**config.mk**
```make
export PLATFORM = sky130hd
export DESIGN_NAME = inv_mix_columns_seq
export DESIGN_NICKNAME = d
export VERILOG_FILES = /design/src/rtl/aes_inv_pkg.sv /design/src/rtl/inv_mix_column_unit.sv /design/src/rtl/inv_mix_columns_seq.sv
export SDC_FILE = /design/constraint.sdc
export NUM_CORES = 1
export LEC_CHECK = 0
export BUFFER_PORTS_ARGS = -buffer_cell sky130_fd_sc_hd__buf_2
export CAP_MARGIN = 20
export CORE_AREA = 2 2 148 259
export CTS_CLUSTER_DIAMETER = 150
export DETAILED_ROUTE_END_ITERATION = 6
export DIE_AREA = 0 0 150 261
export PLACE_DENSITY = 0.63
export SLEW_MARGIN = 10
export SYNTH_ARGS = -nofsm -noshare
export SYNTH_HDL_FRONTEND = slang
export SYNTH_HIERARCHICAL = 1
export SYNTH_SLANG_ARGS = --single-unit
```
**constraint.sdc**
```tcl
create_clock -name clk -period 4.2 [get_ports clk]
set_input_delay 0.42 -clock clk [delete_from_list [all_inputs] [get_ports clk]]
set_output_delay 0.42 -clock clk [all_outputs]
set_load 0.1 [all_outputs]
```
**src/rtl/aes_inv_pkg.sv**
```systemverilog
`default_nettype none
// ============================================================================
// Module   : aes_inv_pkg
// Purpose  : Shared types, constants and GF(2^8) helpers for the sequenced
//            InvMixColumns engine (FSM state enum, coefficients, widths).
// Ports    : none (package)
// Revision : 1.0 - initial release
// ============================================================================
package aes_inv_pkg;

   localparam int COL_W    = 32;
   localparam int STATE_W  = 128;
   localparam int NUM_COLS = 4;

   localparam logic [7:0] COEF_E   = 8'h0E;
   localparam logic [7:0] COEF_B   = 8'h0B;
   localparam logic [7:0] COEF_D   = 8'h0D;
   localparam logic [7:0] COEF_9   = 8'h09;
   localparam logic [7:0] AES_POLY = 8'h1B;

   typedef enum logic [1:0] {
      ST_IDLE = 2'd0,
      ST_BUSY = 2'd1,
      ST_DONE = 2'd2
   } state_e;

   // Multiply by x modulo x^8+x^4+x^3+x+1.
   function automatic logic [7:0] xtime(input logic [7:0] a);
      return {a[6:0], 1'b0} ^ (a[7] ? AES_POLY : 8'h00);
   endfunction

   // Multiply by a constant below 16 using the x, x^2, x^3 multiples.
   // With a constant coefficient the unused terms fold away.
   function automatic logic [7:0] gmul_const(input logic [7:0] a, input logic [7:0] coef);
      logic [7:0] x2;
      logic [7:0] x4;
      logic [7:0] x8;
      x2 = xtime(a);
      x4 = xtime(x2);
      x8 = xtime(x4);
      return (coef[0] ? a  : 8'h00) ^ (coef[1] ? x2 : 8'h00) ^
             (coef[2] ? x4 : 8'h00) ^ (coef[3] ? x8 : 8'h00);
   endfunction

   function automatic logic [7:0] gmul_9(input logic [7:0] a);
      return gmul_const(a, COEF_9);
   endfunction

   function automatic logic [7:0] gmul_b(input logic [7:0] a);
      return gmul_const(a, COEF_B);
   endfunction

   function automatic logic [7:0] gmul_d(input logic [7:0] a);
      return gmul_const(a, COEF_D);
   endfunction

   function automatic logic [7:0] gmul_e(input logic [7:0] a);
      return gmul_const(a, COEF_E);
   endfunction

endpackage
`default_nettype wire

```
**src/rtl/inv_mix_column_unit.sv**
```systemverilog
`default_nettype none
// ============================================================================
// Module   : inv_mix_column_unit
// Purpose  : Combinational InvMixColumns of one 32-bit column.
// Ports    : col_i [31:0] column in,  row r = bits [8r+7:8r]
//            col_o [31:0] column out, same packing
// Revision : 1.0 - initial release
// ============================================================================
module inv_mix_column_unit
   import aes_inv_pkg::*;
(
   input  logic [COL_W-1:0] col_i,
   output logic [COL_W-1:0] col_o
);

   logic [7:0] w_s0, w_s1, w_s2, w_s3;

   assign w_s0 = col_i[7:0];
   assign w_s1 = col_i[15:8];
   assign w_s2 = col_i[23:16];
   assign w_s3 = col_i[31:24];

   assign col_o[7:0]   = gmul_e(w_s0) ^ gmul_b(w_s1) ^ gmul_d(w_s2) ^ gmul_9(w_s3);
   assign col_o[15:8]  = gmul_9(w_s0) ^ gmul_e(w_s1) ^ gmul_b(w_s2) ^ gmul_d(w_s3);
   assign col_o[23:16] = gmul_d(w_s0) ^ gmul_9(w_s1) ^ gmul_e(w_s2) ^ gmul_b(w_s3);
   assign col_o[31:24] = gmul_b(w_s0) ^ gmul_d(w_s1) ^ gmul_9(w_s2) ^ gmul_e(w_s3);

endmodule
`default_nettype wire

```
**src/rtl/inv_mix_columns_seq.sv**
```systemverilog
`default_nettype none
// ============================================================================
// Module   : inv_mix_columns_seq
// Purpose  : Sequenced InvMixColumns engine. A 128-bit state is accepted over
//            valid/ready, pushed through COLS_PER_CYCLE shared column units
//            per clock, and presented over valid/ready from a result register.
// Params   : COLS_PER_CYCLE  columns per BUSY cycle (1, 2 or 4)
// Ports    : clk        rising-edge clock
//            rst_n      asynchronous active-low reset
//            in_valid   data_in valid
//            in_ready   engine accepts data_in this cycle
//            data_in    [127:0] state, column c = [32c+31:32c]
//            out_valid  data_out valid
//            out_ready  consumer takes data_out this cycle
//            data_out   [127:0] InvMixColumns(data_in)
//            busy       high while columns are being processed
// Revision : 1.0 - initial release
// ============================================================================
module inv_mix_columns_seq
   import aes_inv_pkg::*;
#(
   parameter int COLS_PER_CYCLE = 1
) (
   input  logic               clk,
   input  logic               rst_n,
   input  logic               in_valid,
   output logic               in_ready,
   input  logic [STATE_W-1:0] data_in,
   output logic               out_valid,
   input  logic               out_ready,
   output logic [STATE_W-1:0] data_out,
   output logic               busy
);

   // Step of 4 truncates to 0, which is the desired 2-bit wrap.
   localparam logic [1:0] COL_STEP = 2'(COLS_PER_CYCLE);
   localparam logic [1:0] LAST_COL = 2'(NUM_COLS - COLS_PER_CYCLE);

   if (!(COLS_PER_CYCLE == 1 || COLS_PER_CYCLE == 2 || COLS_PER_CYCLE == 4)) begin : g_bad_cpc
      $error("inv_mix_columns_seq: COLS_PER_CYCLE must be 1, 2 or 4");
   end

   state_e             state_q, state_d;
   logic [1:0]         col_cnt_q, col_cnt_d;
   logic [STATE_W-1:0] data_q, data_d;
   logic [STATE_W-1:0] result_q, result_d;

   logic [1:0]         w_col_idx  [COLS_PER_CYCLE];
   logic [COL_W-1:0]   w_unit_in  [COLS_PER_CYCLE];
   logic [COL_W-1:0]   w_unit_out [COLS_PER_CYCLE];

   // Column group currently in flight: col_cnt .. col_cnt+COLS_PER_CYCLE-1.
   for (genvar g = 0; g < COLS_PER_CYCLE; g++) begin : g_unit
      assign w_col_idx[g] = col_cnt_q + 2'(g);
      assign w_unit_in[g] = data_q[COL_W*w_col_idx[g] +: COL_W];

      inv_mix_column_unit u_col (
         .col_i (w_unit_in[g]),
         .col_o (w_unit_out[g])
      );
   end

   always_comb begin
      state_d   = state_q;
      col_cnt_d = col_cnt_q;
      data_d    = data_q;
      result_d  = result_q;
      case (state_q)
         ST_IDLE: begin
            if (in_valid) begin
               data_d    = data_in;
               col_cnt_d = 2'd0;
               state_d   = ST_BUSY;
            end
         end
         ST_BUSY: begin
            for (int c = 0; c < NUM_COLS; c++) begin
               for (int g = 0; g < COLS_PER_CYCLE; g++) begin
                  if (w_col_idx[g] == 2'(c)) begin
                     result_d[COL_W*c +: COL_W] = w_unit_out[g];
                  end
               end
            end
            col_cnt_d = col_cnt_q + COL_STEP;
            if (col_cnt_q == LAST_COL) begin
               state_d = ST_DONE;
            end
         end
         ST_DONE: begin
            if (out_ready) begin
               if (in_valid) begin
                  // Back-to-back: hand off the result and load the next block.
                  data_d    = data_in;
                  col_cnt_d = 2'd0;
                  state_d   = ST_BUSY;
               end else begin
                  state_d = ST_IDLE;
               end
            end
         end
         default: begin
            state_d = ST_IDLE;
         end
      endcase
   end

   always_ff @(posedge clk or negedge rst_n) begin
      if (!rst_n) begin
         state_q   <= ST_IDLE;
         col_cnt_q <= 2'd0;
         data_q    <= '0;
         result_q  <= '0;
      end else begin
         state_q   <= state_d;
         col_cnt_q <= col_cnt_d;
         data_q    <= data_d;
         result_q  <= result_d;
      end
   end

   // Gated by rst_n so nothing is offered as acceptable while reset is held.
   assign in_ready  = rst_n & ((state_q == ST_IDLE) | ((state_q == ST_DONE) & out_ready));
   assign out_valid = (state_q == ST_DONE);
   assign busy      = (state_q == ST_BUSY);
   assign data_out  = result_q;

endmodule
`default_nettype wire
```
# Yosys cells after proc, flatten, opt, wreduce, memory -nomap -nowiden
# Cells that the tools add are included.
[totals] output_inout_bits=131 wordCells=106 reg_bits=260 input_bits=132
[op_classes] n_shift=1 reduce_logical=11 addsub=1 bitwise=55 n_mux=23 eq_ne=8
[ops] operator="bitwise XOR 8 bit" count=50
[ops] operator="2-to-1 mux 128 bit" count=2
[ops] operator="case mux 128 bit (2 select lines)" count=1
[ops] operator="variable part select 128 x 8 -> 32 bit" count=1
[ops] operator="2-to-1 mux 5 bit" count=12
[ops] operator="bitwise XOR 8 x 5 -> 8 bit" count=2
[ops] operator="case mux 2 bit (3 select lines)" count=2
[ops] operator="AND reduction 2 bit" count=6
[ops] operator="2-to-1 mux 2 bit" count=5
[ops] operator="equality test 2 bit (second input constant)" count=3
[ops] operator="equality test 2 x 1 -> 1 bit (second input constant)" count=2
[ops] operator="zero test 2 bit" count=2
[ops] operator="!= test 2 x 1 -> 1 bit (second input constant)" count=2
[ops] operator="AND reduction 3 bit" count=1
[ops] operator="nonzero test 3 bit" count=1
[ops] operator="adder 2 x 1 -> 2 bit (second input constant)" count=1
[ops] operator="bitwise AND 1 bit" count=2
[ops] operator="!= test 2 bit (second input constant)" count=1
[ops] operator="nonzero test 2 bit" count=1
[ops] operator="2-to-1 mux 1 bit" count=1
[ops] operator="OR 1 bit" count=1

# Logic depth before layout (Yosys ltp)
[depth] word_depth=11 depth_mapped=9 mapped_depth_nobuf=6

# By module
# The synthesis kept the hierarchy.
[modules_own_cells] module="inv_mix_columns_seq" cells_per_inst=607 instances=1 area_per_inst_um2=10586.4 seq_area_each_um2=6506.2
[modules_own_cells] module="inv_mix_column_unit" cells_per_inst=204 instances=1 area_per_inst_um2=2290.9 seq_area_each_um2=0.0

# Least setup slack after synthesis
# No wires, ideal clock.
[synth_timing] path_kind="flip-flop to flip-flop" from="register col_cnt_q[0]" to="register result_q[108] (netlist: data_out[108])" period_less_slack_ns=3.408 arrival_time_ns=3.280 path_buffers=3 setup_time_ns=0.128 path_slack_ns=0.792 t_required_ns=4.072 path_stages_with_launch=10 cell_sequence="dfrtp_1 buf_2 buf_2 mux4_2 buf_6 xnor3_2 xnor3_1 xnor2_2 xnor3_1 mux2_1"
[synth_lines] element="from (decl)" line="inv_mix_columns_seq.sv:44" source="logic [1:0] col_cnt_q, col_cnt_d;"
[synth_lines] element="from (signal assigned)" line="inv_mix_columns_seq.sv:115" source="col_cnt_q <= col_cnt_d;"
[synth_lines] element="to (signal assigned)" line="inv_mix_columns_seq.sv:117" source="result_q <= result_d;"
[synth_lines] element="to (decl)" line="inv_mix_columns_seq.sv:46" source="logic [STATE_W-1:0] result_q, result_d;"

==> qor.csv <==
metric,value,unit
grt_pass1_vias,8192,
clock-skew-final,0.0105,ns
area_growth_syn_to_layout,20.0,%
port_buffers,262,
layout-drive-gt1-share,0.350,
post_cts_buffers,0,
clkLatencyLatePin,0.55,ns
grt_max_degree,154,
cts_resized,0,
rsz0062_at_grt,no,
synth.top_cells.by_area,"dfrtp_1 51%, mux2_1 22%, xnor2_1 7.9%",
boundaryPins,263,
finalNetCount,1206,
synthCells,811,
globalplace.congestion,0.897,
fin_tns_setup,0,ns
drc,0,
antenna_found_initial,4,
cts_sinks,260,
worstSetupPathType,register to register,
cp_cell_sequence,buf_12 -> mux4_2 -> xnor3_2 -> xnor3_1 -> xnor2_2 -> xnor3_1 -> mux2_1,
yosysWarnings,6,
synth.largest_area_cell,dfrtp_1,
ys_seq_area_frac,0.505,
via_count,7458,
synthArstFlopShare,1.00,
synth.distinct_cells,31,
ant_nets,0,
period_minus_slack,3.44,ns
wl_per_cell,21.9,microns
die_h,261,microns
root_buffer,clkbuf_16,
critical_path.max_stage_delay,0.65,ns
grt_pass1_wl,51600,microns
maxCapViolCount,0,
syn-mean-instance-area,15.9,sq um
drtPass1Iterations,4,
hp-class,input pin to register,
synth_flop_cell,dfrtp_1,
fin_crit_sh,0.819,
synth_edf_count,0,
core_area,0.0372,sq mm
cts.reportedPaths.clkPinSlew,0.07,ns
crit_required,4.63,ns
die_width,150,microns
worstMarginPinSlew,1.01,ns
syn_nets,947,
drt_iter0_drc,232,
cp-start-kind,register,
cp_data_arrival_time,3.87,ns
num_rows,94,
yosysMostFrequentCell,dfrtp_1,
overflow,0,
crit_slowest_cell,mux4_2,
cts_buffer_depth,3,
avgViaCountPerCell,4.74,
start_util,0.346,
end_kind,register,
gr-usage-all-layers,0.178,
slew_violations,0,
synthesis.area,0.0129,sq mm
place_hpwl,26800,microns
numCtsBuffers,26,
totalWireLength,34400,microns
cts_tree,built,
die_area,0.0392,sq mm
yosys-top-cells-count,"260 x dfrtp_1, 246 x mux2_1, 116 x xnor2_1",
path_max_fanout,26,
hold_viol_final,0,
status,completed,
cpMostUsedCell,xnor3_1,
synthDominantCellAreaShare,0.505,
finalSetupViolations,0,
cts_hold_buf,1,
slew_headroom,0.321,
fmax,291,MHz
htree_levels,1,
synth-seq-cells,260,
fillCellCount,3533,
==> final timing paths <==
check                              from      endpoint  slack, ns  cells after the start
max                        col_cnt_q[0]  data_out[44]       0.76                      7
min                         data_in[69]    data_q[69]       0.08                      2
max reg2reg                col_cnt_q[0]  data_out[44]       0.76                      7
min reg2reg                  data_q[82]    data_q[82]       0.48                      1
max in group asynchronous         rst_n  data_out[51]       2.65                      3
min in group asynchronous         rst_n    data_q[51]       0.39                      2
==> stage by stage <==
| stage | utilization | cell area (sq um) | setup slack (ns) | hold slack [ns] | instances |
|---|---|---|---|---|---|
| floorplan | - | 12900 | 0.792 | 0.124 | 811 |
| global placement | 0.393 | 14600 | 0.724 | 0.347 | 1521 |
| detailed placement | 0.393 | 14600 | 0.725 | 0.352 | 1521 |
| CTS | 0.416 | 15400 | 0.714 | 0.0474 | 1568 |
| global route | 0.416 | 15500 | 0.565 | 0.0674 | 1571 |
| finish | 0.416 | 15500 | 0.762 | 0.0800 | 1572 |
==> registers in the layout, indices dropped and copies added (netlist names) <==
signal	count
data_q	128
state_q	2
col_cnt_q	2
data_out	128
==> worst max-delay path: cells and delay by family (launching register included) <==
family | cells | cell delay (ns)
XOR/XNOR | 4 | 1.70
buffers and inverters | 1 | 0.23
flip-flops | 1 | 0.39
multiplexers | 2 | 0.96
==> placed cells by master (no fill, tap or decap), types with 5 or more instances in the layout <==
| cell | netlist | layout |
|---|---|---|
| buf_2 | 13 | 261 |
| dfrtp_1 | 260 | 258 |
| mux2_1 | 246 | 246 |
| xnor2_1 | 116 | 116 |
| xor2_1 | 35 | 35 |
| mux4_2 | 32 | 32 |
| xnor3_1 | 28 | 28 |
| clkbuf_16 | 0 | 27 |
| buf_4 | 12 | 14 |
| mux2_2 | 11 | 11 |
| clkbuf_1 | 6 | 5 |
==> cells by family after synthesis <==
kind of cell,count (synthesis),synth area share
XOR/XNOR,190,0.170
AND/OR/NAND/NOR,10,0.00593
adder cells (fa/ha/maj),4,0.00389
AO/OA/AOI/OAI,5,0.00272
buffers and inverters,53,0.0318
multiplexers,289,0.281
flip-flops,260,0.505
==> layer usage <==
metal	GRT usage	vias up	wire, microns
li1	-	3340	-
met1	0.182	3837	11900
met2	0.344	208	19500
met3	0.0249	73	1340
met4	0.0915	0	1770
met5	0	-	0
==> cell type report <==
| type | count | area [sq um] | area share |
|---|---|---|---|
| well taps | 480 | 601 | 0.0389 |
| repair buffers | 281 | 1520 | 0.0981 |
| clock inverters | 10 | 93.8 | 0.00607 |
| flip-flops and latches | 260 | 6510 | 0.421 |
| diodes | 4 | 10.0 | 0.000648 |
| multi-input cells | 498 | 5970 | 0.386 |
| clock buffers | 36 | 749 | 0.0485 |
| inverters | 3 | 11.3 | 0.000728 |
Power is left out: the tool's default activity adds up to more than one toggle a clock period on the data nets, which glitch-free logic cannot reach.
